`config.mk`:
```
export PLATFORM = sky130hd
export DESIGN_NAME = fetch_unit
export DESIGN_NICKNAME = d
export VERILOG_FILES = /design/src/rtl/fetch_unit.sv
export SDC_FILE = /design/constraint.sdc
export NUM_CORES = 1
export LEC_CHECK = 0
export ABC_AREA = 1
export BUFFER_PORTS_ARGS = -buffer_cell sky130_fd_sc_hd__buf_4
export CAP_MARGIN = 40
export CORE_AREA = 2 2 89 91
export DETAILED_ROUTE_END_ITERATION = 12
export DIE_AREA = 0 0 91 93
export SETUP_SLACK_MARGIN = 0.3
export SLEW_MARGIN = 20
export SYNTH_ARGS = -nofsm -noshare
export SYNTH_HDL_FRONTEND = slang
export SYNTH_SLANG_ARGS = --single-unit
```
`constraint.sdc`:
```
create_clock -name clock -period 1.49 [get_ports clock]
set_input_delay 0 -clock clock [delete_from_list [all_inputs] [get_ports clock]]
set_output_delay 0 -clock clock [all_outputs]
set_load 0.05 [all_outputs]
```
`src/rtl/fetch_unit.sv`:
```
// Program-counter and fetch sequencer: holds the PC, sequences IDLE/RUN/HALT,
// resolves absolute or PC-relative taken branches and counts retired instructions.
module fetch_unit #(
  parameter int              PC_W       = 8,
  parameter logic [PC_W-1:0] START_ADDR = '0,
  parameter int              CNT_W      = 16
) (
  input  logic             clock,
  input  logic             reset,
  input  logic             start,
  input  logic             stall,
  input  logic             halt,
  input  logic             branch_taken,
  input  logic             branch_rel,
  input  logic [7:0]       branch_val,
  output logic [PC_W-1:0]  pc,
  output logic             fetch_valid,
  output logic             done,
  output logic [CNT_W-1:0] inst_count
);

  typedef enum logic [1:0] {
    ST_IDLE = 2'd0,
    ST_RUN  = 2'd1,
    ST_HALT = 2'd2
  } state_e;

  // Wide enough to hold the 8-bit branch value and the PC without losing bits.
  localparam int EXT_W = (PC_W > 8) ? PC_W : 8;

  state_e            state_q, state_d;
  logic [PC_W-1:0]   pc_q, pc_d;
  logic [CNT_W-1:0]  cnt_q, cnt_d;
  logic              fetch_valid_q, fetch_valid_d;
  logic              done_q, done_d;

  logic [EXT_W-1:0]        abs_ext;
  logic signed [EXT_W-1:0] rel_off;
  logic [PC_W-1:0]         target;
  logic [CNT_W-1:0]        cnt_inc;

  always_comb begin
    abs_ext = EXT_W'(branch_val);
    rel_off = EXT_W'($signed(branch_val));
    target  = branch_rel ? (pc_q + rel_off[PC_W-1:0]) : abs_ext[PC_W-1:0];
    cnt_inc = (cnt_q == '1) ? cnt_q : cnt_q + CNT_W'(1);
  end

  always_comb begin
    // NOTE: every signal gets a default first so no path leaves it unassigned,
    // which would otherwise infer a latch.
    state_d = state_q;
    pc_d    = pc_q;
    cnt_d   = cnt_q;

    case (state_q)
      ST_IDLE, ST_HALT: begin
        if (start) begin
          state_d = ST_RUN;
          pc_d    = START_ADDR;
          cnt_d   = '0;
        end
      end
      ST_RUN: begin
        if (!stall) begin
          cnt_d = cnt_inc;
          if (halt) begin
            state_d = ST_HALT;
          end else if (branch_taken) begin
            pc_d = target;
          end else begin
            pc_d = pc_q + PC_W'(1);
          end
        end
      end
      default: state_d = ST_IDLE;
    endcase

    // Outputs are decoded from the next state and registered, so they track
    // the state register exactly with no input-to-output path.
    fetch_valid_d = (state_d == ST_RUN);
    done_d        = (state_d == ST_HALT);
  end

  // NOTE: sequential state uses non-blocking assignments only, so every flop
  // samples the pre-edge values regardless of statement order.
  always_ff @(posedge clock) begin
    if (reset) begin
      state_q       <= ST_IDLE;
      pc_q          <= START_ADDR;
      cnt_q         <= '0;
      fetch_valid_q <= 1'b0;
      done_q        <= 1'b0;
    end else begin
      state_q       <= state_d;
      pc_q          <= pc_d;
      cnt_q         <= cnt_d;
      fetch_valid_q <= fetch_valid_d;
      done_q        <= done_d;
    end
  end

  assign pc          = pc_q;
  assign fetch_valid = fetch_valid_q;
  assign done        = done_q;
  assign inst_count  = cnt_q;

endmodule

```
==> reports/summary.txt, run 1 <==
Status = finished, violations left
Failing checks = negative setup slack
Post-DP Area = 2796 um^2
Compound-gate portion of the synthesized area = 0.1536
Final-report hold violation count = 0
Die width = 91 um
Leakage power total = 1.437 nW
Largest cells by area after synthesis = dfxtp_1 28%, nand2_1 15%, a21oi_1 7.2%
Fill cell count = 750
Cell Chain, Critical Path = ha_4 > fa_2 > nand3_2 > nand2_2 > nand2_2 > nand2_1 > nand2_1 > nand3_1 > nand2_1 > nand2_1 > a21oi_2
DP HPWL = 4244 um
Inst Count DP = 481
Clock Sinks = 28
Final setup vio count = 8
Layout Cells excl Fill = 511
Sw frac = 0.3218
Max Cap Viol = 0
Netlist area before placement = 2028 um^2
Asr flop ratio synth = 0
Crit path DAT = 1780 ps
Initial antenna violation count = 0
PwrDens = 511.2 nW/um^2
Slack of the critical path = -75.71 ps
First-pass GRT wire length = 10,250 um
Vias/cell = 4.644
Synth Area in XOR/XNOR = 0.03455
CTS tree = done
Share of cells above drive strength 1 = 0.5086
Max Slew Vio Count = 0
Antenna violation net count after detailed routing = 0
Synth Warn # = 0
Main synth FF type = dfxtp_1
Total CTS buffers = 3
CP Capture Type = flop
Avg Inst Size Synth = 6.418 um^2
CTS Hold Buffers Added = 0
N_diodes = 0
Clk_lat worst skew = 280 ps
Worst Skew = 2.808 ps
Share of the synthesized area in the top cell type = 0.2764
DIE AREA = 8463 um^2
Clock-pin slew on the worst setup and hold paths = 100 ps
Io pins = 41
Drt initial violations = 71
Final period util = 1.051
Net switching power = 0.0005583 W
Total number of vias = 2,373
Fmax = 638.7 MHz
Num rows = 32
Core box area = 7527 um^2
Synth Net Count = 341
CP Launch Point = pc[0]
Gate count after technology mapping = 316
Root buf cell = clkbuf_8
Worst hold slack = 33.68 ps
Gr usage total = 0.1439
Cell-internal power = 0.001176 W
Crit-path most repeated cell = nand2_1
Reg-to-reg critical path startpoint = pc[0]
Yosys reg bits = 28
Die Ht = 93 um
Initial Utilization = 0.2694
TritonRoute pass-1 iters = 4
Combinational group share of total power = 0.311
Remaining Overflow, GRT = 0
Slowest-stage cell, CP = dfxtp_4
Final #Nets = 435
Simple-gate share of the synthesized area = 0.3714
Adder-Cell Fraction of Synth Area = 0.06539
Remaining DRCs = 0
Largest net degree at the start of global routing = 23
Final critical path time including I/O delays and setup = 1566 ps
Clock Tree Buf Depth = 2
Most common cell in the synthesized netlist = nand2_1
Reg2Reg Setup Slack = -80 ps
Reg2reg end = pc[6]
Worst slew pin tran = 301.7 ps
Sequential area share after synthesis = 0.2764
Critical Path End = pc[6]
Setup CP Type = flop to flop
Final Wtd Congestion = 0.8549
Detail-routed net length per standard cell = 12.15 um
Port Buf Inserts = 40
Placement Setup Slack = -108.9 ps
Vias in the first global route = 2,246
R2R cell count = 11
Post-synthesis mux area share = 0
Sequential Power Share = 0.436
CP max FO = 3
Number of synthesized flops with an enable pin = 0
Worst slew margin = 0.7987
Largest family of logic cells by synthesized area = simple AND/OR/NAND/NOR gates
Crit-path max cell delay = 360 ps
Worst Hold Class = primary input to flop
P&R area growth vs syn = 67.30%
Synth cell count leaders = 83 x nand2_1, 37 x inv_1, 37 x nor2_1
Peak supply drop = 0.0002994 V
Final total power = 0.001735 W
Area leader, netlist = dfxtp_1
Crit path required time = 1710 ps
Detailed Route WL = 6207 um
RSZ-0062 raised after global routing = yes
Clock share of power = 0.253
# H-tree levels = 1
Crit start category = flop
Hold Path Origin = stall
Final instance area = 3393 um^2
Synth cell types = 32
==> per-stage QoR <==
stage,setup TNS [ps],util
5_1_grt,-1869,0.4508
4_1_cts,-164.9,0.4229
3_3_place_gp,-194.4,0.3715
6_report,-194.2,0.4508
3_5_place_dp,-1011,0.3715
2_1_floorplan,-582.2,-
==> sequential cells by signal, summed over array words and instances, names as in the netlist <==
name	flops
inst_count	16
fetch_valid	1
state_q	2
done	1
pc	8
==> worst min path at each step <==
stage                       to  slack (ps)  cells past startpoint
floorplan           state_q[0]          70                      1
global placement    state_q[1]         340                      3
detailed placement  state_q[1]         350                      3
CTS                 state_q[1]          40                      3
global route        state_q[0]          50                      3
finish              state_q[1]          30                      3
==> kinds of logic (layout without fill, tap and decap cells) <==
| kind of cell | Yosys count | count (layout) |
|---|---|---|
| buffers and inverters | 47 | 140 |
| AOI/OAI and AO/OA | 53 | 53 |
| DFF | 28 | 28 |
| and+or+nand+nor | 170 | 170 |
| adders and majority gates | 10 | 10 |
| xor gates and xnor gates | 8 | 8 |
==> cells in the final DEF (no fill, tap or decap), types with 7 or more instances in the layout <==
cell     netlist  final
buf_4          0     76
nand2_1       83     66
inv_1         37     32
nor2_1        37     26
a21oi_1       29     24
nand3_1       25     18
nand2_2        4     16
buf_6          1     15
dfxtp_4        0     14
a21oi_2        7     12
dfxtp_2        0     11
nor2_4         2     10
ha_4           0      7
==> power groups by stage <==
stage	Sequential [W]	Clock (W)	Combinational, W
2_1_floorplan	0.000812	0	0.000195
3_3_place_gp	0.000773	0	0.000350
3_5_place_dp	0.000774	0	0.000354
4_1_cts	0.000756	0.000447	0.000471
5_1_grt	0.000758	0.000475	0.000579
6_report	0.000756	0.000440	0.000539
==> area by class of cell <==
cell class	instances	area (um^2)	share of cell area
clock buffers	3	41.29	0.01217
clock inverters	1	3.754	0.001106
inverters	41	173.9	0.05125
multi-input cells	241	1622	0.4779
flip-flops and latches	28	626.9	0.1847
well taps	102	127.6	0.03761
repair buffers	94	789.5	0.2327
repair inverters	1	8.758	0.002581
==> layer usage <==
metal / GRT usage / vias to the layer above / part of all wire / wire length [um]
li1: - / 1208 / - / -
met1: 0.1823 / 1094 / 0.44 / 2715
met2: 0.2605 / 62 / 0.50 / 3125
met3: 0.02176 / 9 / 0.046 / 288
met4: 0.02778 / 0 / 0.012 / 77
met5: 0 / - / 0 / 0
==> what timing repair did <==
item                       CTS  global route
resized for setup           55            41
setup buffers               17             8
cloned                       1             0
pin swaps                   26            20
setup endpoints to repair   24            26
==> worst max-delay path, delay by kind of cell (launching register included) <==
kind                     cells  cell delay (ps)
AO/OA/AOI/OAI                1              100
adder cells (fa/ha/maj)      2              500
flip-flops                   1              360
AND/OR/NAND/NOR              8              530
Note: power is estimated with default switching activity, not from simulation.
==> inputs of run 2 (changes only) <==
CORE_AREA = 2 2 80 82   (was 2 2 89 91)
DIE_AREA = 0 0 82 84   (was 0 0 91 93)
==> run 2 against run 1 <==
Compared with the run above: combinational power is 11% lower; register-to-register slack worse by 40 ps; flip-flop and latch count stayed put; global-route usage is 1.8 points higher; worst setup slack worse by 41 ps; first-iteration DRC count is 54% lower; hold slack better by 35 ps; highest routed layer unchanged; largest cell class unchanged; critical path depth is 3 lower; the run still ends with negative setup slack left; power is 6.7% higher; clock skew is 10 ps higher; sequential power hardly changed.
==> reports/summary.txt, run 2 (same netlist as run 1, synthesis figures left out) <==
Worst hold slack = 68.58 ps (+34.90 ps)
Remaining Overflow, GRT = 0 (unchanged)
Clk_lat worst skew = 280 ps (about the same)
Sw frac = 0.2936 (-0.02827)
Final instance area = 3297 um^2 (-2.8%)
Final critical path time including I/O delays and setup = 1606 ps (+40.70 ps)
Setup CP Type = flop to flop
Initial Utilization = 0.3327 (+0.06327)
Crit start category = flop
Drt initial violations = 33 (-54%)
CP Capture Type = flop
DIE AREA = 6888 um^2 (-19%)
Total number of vias = 2,252 (-5.1%)
Reg-to-reg critical path startpoint = pc[0]
Reg2reg end = pc[2]
Cell-internal power = 0.001307 W (+11%)
Clock Sinks = 28 (unchanged)
# H-tree levels = 1 (unchanged)
CTS Hold Buffers Added = 0 (unchanged)
Initial antenna violation count = 0 (unchanged)
Most common cell after layout, fill and taps aside = buf_4
Share of cells above drive strength 1 = 0.4874 (-0.02112)
Status = finished, violations left
Die width = 82 um (-9.9%)
Core box area = 6096 um^2 (-19%)
Sequential Power Share = 0.408 (-0.028)
Largest net degree at the start of global routing = 23 (unchanged)
Reg2Reg Setup Slack = -120 ps (-40 ps)
Vias/cell = 4.741 (+2.1%)
Num rows = 29 (-9.4%)
Slack of the critical path = -116.4 ps (-40.70 ps)
Net switching power = 0.0005433 W (-2.7%)
Worst slew pin tran = 321.0 ps (+19.30 ps)
Vias in the first global route = 2,147 (-4.4%)
Clock Tree Buf Depth = 2 (unchanged)
Detail-routed net length per standard cell = 11.85 um (-2.5%)
Max reg flops = 16 (unchanged)
TritonRoute pass-1 iters = 4 (unchanged)
Root buf cell = clkbuf_8
Max Cap Viol = 0 (unchanged)
Fmax = 622.5 MHz (-2.5%)
Final-report hold violation count = 0 (unchanged)
CP max FO = 3 (unchanged)
Post-DP Area = 2803 um^2 (+0.22%)
Antenna violation net count after detailed routing = 0 (unchanged)
Hold Path Origin = stall
Max Slew Vio Count = 0 (unchanged)
Total CTS buffers = 3 (unchanged)
RSZ-0062 raised after global routing = yes
Remaining DRCs = 0 (unchanged)
Worst Hold End = done
Gr usage total = 0.1621 (+0.01817)
First-pass GRT wire length = 9032 um (-12%)
Peak supply drop = 0.0003479 V (+16%)
Failing checks = negative setup slack
Worst Skew = 12.88 ps (+10.07 ps)
Final Wtd Congestion = 0.8567 (+0.21%)
Worst slew margin = 0.7858 (-0.01288)
Final period util = 1.078 (+0.02732)
Die Ht = 84 um (-9.7%)
Io pins = 41 (unchanged)
Port Buf Inserts = 40 (unchanged)
WHS Path Cells = 3 (unchanged)
Leakage power total = 1.446 nW (+0.63%)
Final #Nets = 424 (-2.5%)
Detailed Route WL = 5628 um (-9.3%)
Layout Cells excl Fill = 475 (-7.0%)
Combinational group share of total power = 0.259 (-0.052)
R2R cell count = 8 (-3)
Worst Hold Class = primary input to flop
Clock share of power = 0.333 (+0.080)
PwrDens = 561.3 nW/um^2 (+9.8%)
Final setup vio count = 4 (-4)
Crit path DAT = 1830 ps (+50 ps)
Inst Count DP = 461 (-4.2%)
Clock-pin slew on the worst setup and hold paths = 110 ps (about the same)
Crit path required time = 1710 ps (about the same)
P&R area growth vs syn = 62.55%
Most frequent cells in the layout = 71 x buf_4, 66 x nand2_1, 34 x inv_1
DP HPWL = 4087 um (-3.7%)
N_diodes = 0 (unchanged)
CTS tree = done
[run 2: changes by cell type in the layout (fill, tap and decap cells not counted), moves of 3 or more]
cell,previous run,this run
nor2_2,5,8
nand2_2,16,13
buf_4,76,71
inv_4,5,2
buf_6,15,10
nor2_4,10,7
[run 2: power groups by stage]
stage               Sequential [W]  Combinational, W  Clock (W)
floorplan                 0.000812          0.000195          0
global placement          0.000771          0.000358          0
detailed placement        0.000772          0.000361          0
CTS                       0.000754          0.000413   0.000632
global route              0.000756          0.000517   0.000659
finish                    0.000754          0.000480   0.000617
[run 2: per-layer routing]
metal  GRT usage  wire length (um)  vias to the layer above
li1            -                 -                     1194
met4     0.03788                48                        0
met2      0.2964              2787                       38
met1      0.1969              2566                     1016
met3     0.01840               225                        4
met5           0                 0                        -
[run 2: through the flow]
stage	worst slack (ps)	total power [W]	util	setup TNS, ps
after floorplan	-63.02	0.001008	-	-582.2
after global placement	-14.47	0.001129	0.4598	-102.1
after detailed placement	-42.54	0.001133	0.4598	-293.9
after CTS	-45.82	0.001799	0.5004	-86.89
after global routing	-221.8	0.001933	0.5408	-1322
final	-116.4	0.001851	0.5408	-239.0
[run 2: layout make-up]
cell class,instances,area (um^2)
Clock inverter,1,30.03
Tap cell,77,96.34
Clock buffer,3,41.29
Timing Repair Buffer,83,685.7
Inverter,41,166.4
Fill cell,579,2799
Multi-Input combinational cell,242,1652
Sequential cell,28,625.6
[run 2: worst max path at each step]
stage                        from        endpoint  slack [ps]  depth (start not counted)
floorplan           inst_count[0]   inst_count[4]         -60                         11
CTS                         pc[0]           pc[6]         -50                         11
global route                pc[0]           pc[6]        -220                         11
detailed placement          pc[0]           pc[6]         -40                         11
finish                      pc[0]           pc[2]        -120                          8
global placement    inst_count[1]  inst_count[11]         -10                         11
[run 2: timing repair]
item | CTS | global route
resized for setup | 33 | 48
pin swaps | 15 | 26
setup endpoints to repair | 24 | 24
endpoints found under the hold margin | 0 | 0
cloned | 1 | 0
buffers inserted | 3 | 6
[run 2: worst max-delay path, stage by stage (launching register included)]
cell and delay (ps):
dfxtp_4 370, ha_4 150, fa_2 350, buf_4 140, a21oi_1 110, o21ai_0 110
a21oi_1 140, nand2_1 70, a21oi_1 110
==> inputs of run 3 (changes only) <==
CELL_PAD_IN_SITES_DETAIL_PLACEMENT = 0   (was not set)
CELL_PAD_IN_SITES_GLOBAL_PLACEMENT = 2   (was not set)
CORE_AREA = 2 2 84 86   (was 2 2 80 82)
CTS_CLUSTER_DIAMETER = 150   (was not set)
DIE_AREA = 0 0 86 88   (was 0 0 82 84)
PLACE_DENSITY_LB_ADDON = 0.1   (was not set)
clock period = 2 ns   (was 1.49 ns; I/O delays follow)
==> run 3 against run 2 <==
Compared with the run above: the run now ends clean; register-to-register slack improved by 550 ps; global-route usage fell by 0.90 points; hold slack got worse by 18 ps; utilization fell by 15 points; critical endpoint is now inst_count[4]; largest cell class unchanged; highest routed layer unchanged.
==> reports/summary.txt, run 3 (same netlist as run 1, synthesis figures left out) <==
Status = finished clean
Crit-path max cell delay = 380 ps (about the same)
Die Ht = 88 um (+4.8%)
Final critical path time including I/O delays and setup = 1567 ps (-39.65 ps)
Total CTS buffers = 3 (unchanged)
First-pass GRT wire length = 9342 um (+3.4%)
Fmax = 638.3 MHz (+2.5%)
Clock-pin slew on the worst setup and hold paths = 100 ps (about the same)
R2R cell count = 11 (+3)
Final setup vio count = 0 (-4)
Gr usage total = 0.1531 (-0.008968)
TritonRoute pass-1 iters = 4 (unchanged)
Worst slew margin = 0.7757 (-0.01012)
PwrDens = 446.6 nW/um^2 (-20%)
Vias in the first global route = 2,009 (-6.4%)
Cell Chain, Critical Path = ha_4 > nand2_1 > inv_1 > nand2_2 > nor2_4 > nand3_2 > nand2_4 > buf_4 > buf_4 > nand2_1 > a21oi_2
Core box area = 6644 um^2 (+9.0%)
Io pins = 41 (unchanged)
Hold Path Origin = stall
Slowest-stage cell, CP = dfxtp_4
RSZ-0062 raised after global routing = yes
Crit path DAT = 1780 ps (-50 ps)
Antenna violation net count after detailed routing = 0 (unchanged)
Util after Layout = 0.3896 (-0.1512)
Die width = 86 um (+4.9%)
Leakage power total = 1.124 nW (-22%)
Initial Utilization = 0.3053 (-0.02744)
Clk_lat worst skew = 280 ps (about the same)
Drt initial violations = 41 (+24%)
Sum Neg Setup Slack = 0 ps (+239.0 ps)
DP HPWL = 4254 um (+4.1%)
Most frequent cells in the layout = 80 x nand2_1, 49 x buf_4, 37 x nor2_1
Most common cell after layout, fill and taps aside = nand2_1
Share of cells above drive strength 1 = 0.2822 (-0.2052)
CP Launch Point = inst_count[0]
Num rows = 30 (+3.4%)
Max Slew Vio Count = 0 (unchanged)
Max reg flops = 16 (unchanged)
WHS Path Cells = 3 (unchanged)
Worst slew pin tran = 335.7 ps (+14.72 ps)
Detail-routed net length per standard cell = 12.45 um (+5.1%)
Initial antenna violation count = 0 (unchanged)
Clock Sinks = 28 (unchanged)
P&R area growth vs syn = 27.64%
Reg-to-reg critical path startpoint = inst_count[0]
CP max FO = 4 (+1)
Total number of vias = 2,074 (-7.9%)
Detailed Route WL = 5540 um (-1.6%)
Crit path required time = 2210 ps (+500 ps)
Max Cap Viol = 0 (unchanged)
CP Capture Type = flop
Worst Skew = 3.392 ps (-9.486 ps)
Final #Nets = 391 (-7.8%)
Remaining DRCs = 0 (unchanged)
N_diodes = 0 (unchanged)
Crit start category = flop
Root buf cell = clkbuf_8
DIE AREA = 7568 um^2 (+9.9%)
Vias/cell = 4.661 (-1.7%)
# H-tree levels = 1 (unchanged)
Final Wtd Congestion = 0.7866 (-8.2%)
Setup CP Type = flop to flop
Peak supply drop = 0.0002112 V (-39%)
Port Buf Inserts = 40 (unchanged)
Clock Tree Buf Depth = 2 (unchanged)
Remaining Overflow, GRT = 0 (unchanged)
Final period util = 0.7834 (-0.2947)
Worst Hold Class = primary input to flop
CTS tree = done
Largest net degree at the start of global routing = 23 (unchanged)
Final-report hold violation count = 0 (unchanged)
[run 3: cell count changes in the layout (fill, tap and decap cells not counted), moves of 7 or more]
cell and change:
dfxtp_1 +7, dfxtp_4 -11, buf_6 -8, nand2_1 +14
nor2_1 +11, buf_4 -22, nand2_2 -7
[run 3: timing repair]
action	CTS	global route
buffers inserted	0	5
setup endpoints to repair	0	15
hold buffers	0	0
endpoints found under the hold margin	0	0
gates resized for setup	0	16
[run 3: area by class of cell]
| cell class | count | area [um^2] |
|---|---|---|
| fill | 744 | 4055 |
| multi-input combinational | 241 | 1310 |
| sequential | 28 | 589.3 |
| timing repair buffer | 51 | 390.4 |
| inverter | 41 | 153.9 |
| tap | 80 | 100.1 |
| clock buffer | 3 | 41.29 |
| clock inverter | 1 | 3.754 |
[run 3: power by group]
part           internal, W  total [W]  leakage, nW  switching [W]
logic            0.0000973   0.000256        0.865       0.000158
clock network     0.000138   0.000324       0.0231       0.000185
registers         0.000566   0.000577        0.236      0.0000108
total             0.000802    0.00116         1.12       0.000354
[run 3: routing by layer]
layer,vias up,share of wire,track usage
li1,1113,-,-
met1,924,0.46,0.1886
met2,31,0.49,0.2791
met3,6,0.034,0.01791
met4,0,0.013,0.04618
met5,-,0,0
[run 3: critical path: cells and delay by family (launching register included)]
kind	cells	cell delay (ps)
AOI/OAI and AO/OA	1	120
DFF	1	380
buffers and inverters	3	300
and+or+nand+nor	6	560
adders and majority gates	1	130
[run 3: final timing paths]
path,endpoint,slack [ps]
min reg2reg,inst_count[2],490
min,state_q[1],50
max,inst_count[4],430
max reg2reg,inst_count[4],430
[run 3: metrics by stage]
step                      hold WS [ps]  area (um^2)  cells  total power, W  worst slack, ps
after floorplan                  69.07         2054    316       0.0007520            312.7
after global placement           352.9         2454    436       0.0008334            358.7
after detailed placement         350.2         2454    436       0.0008312            334.5
after CTS                        38.23         2499    440        0.001171            306.4
after global routing             64.69         2589    445        0.001231            277.7
final                            50.67         2589    445        0.001156            433.2
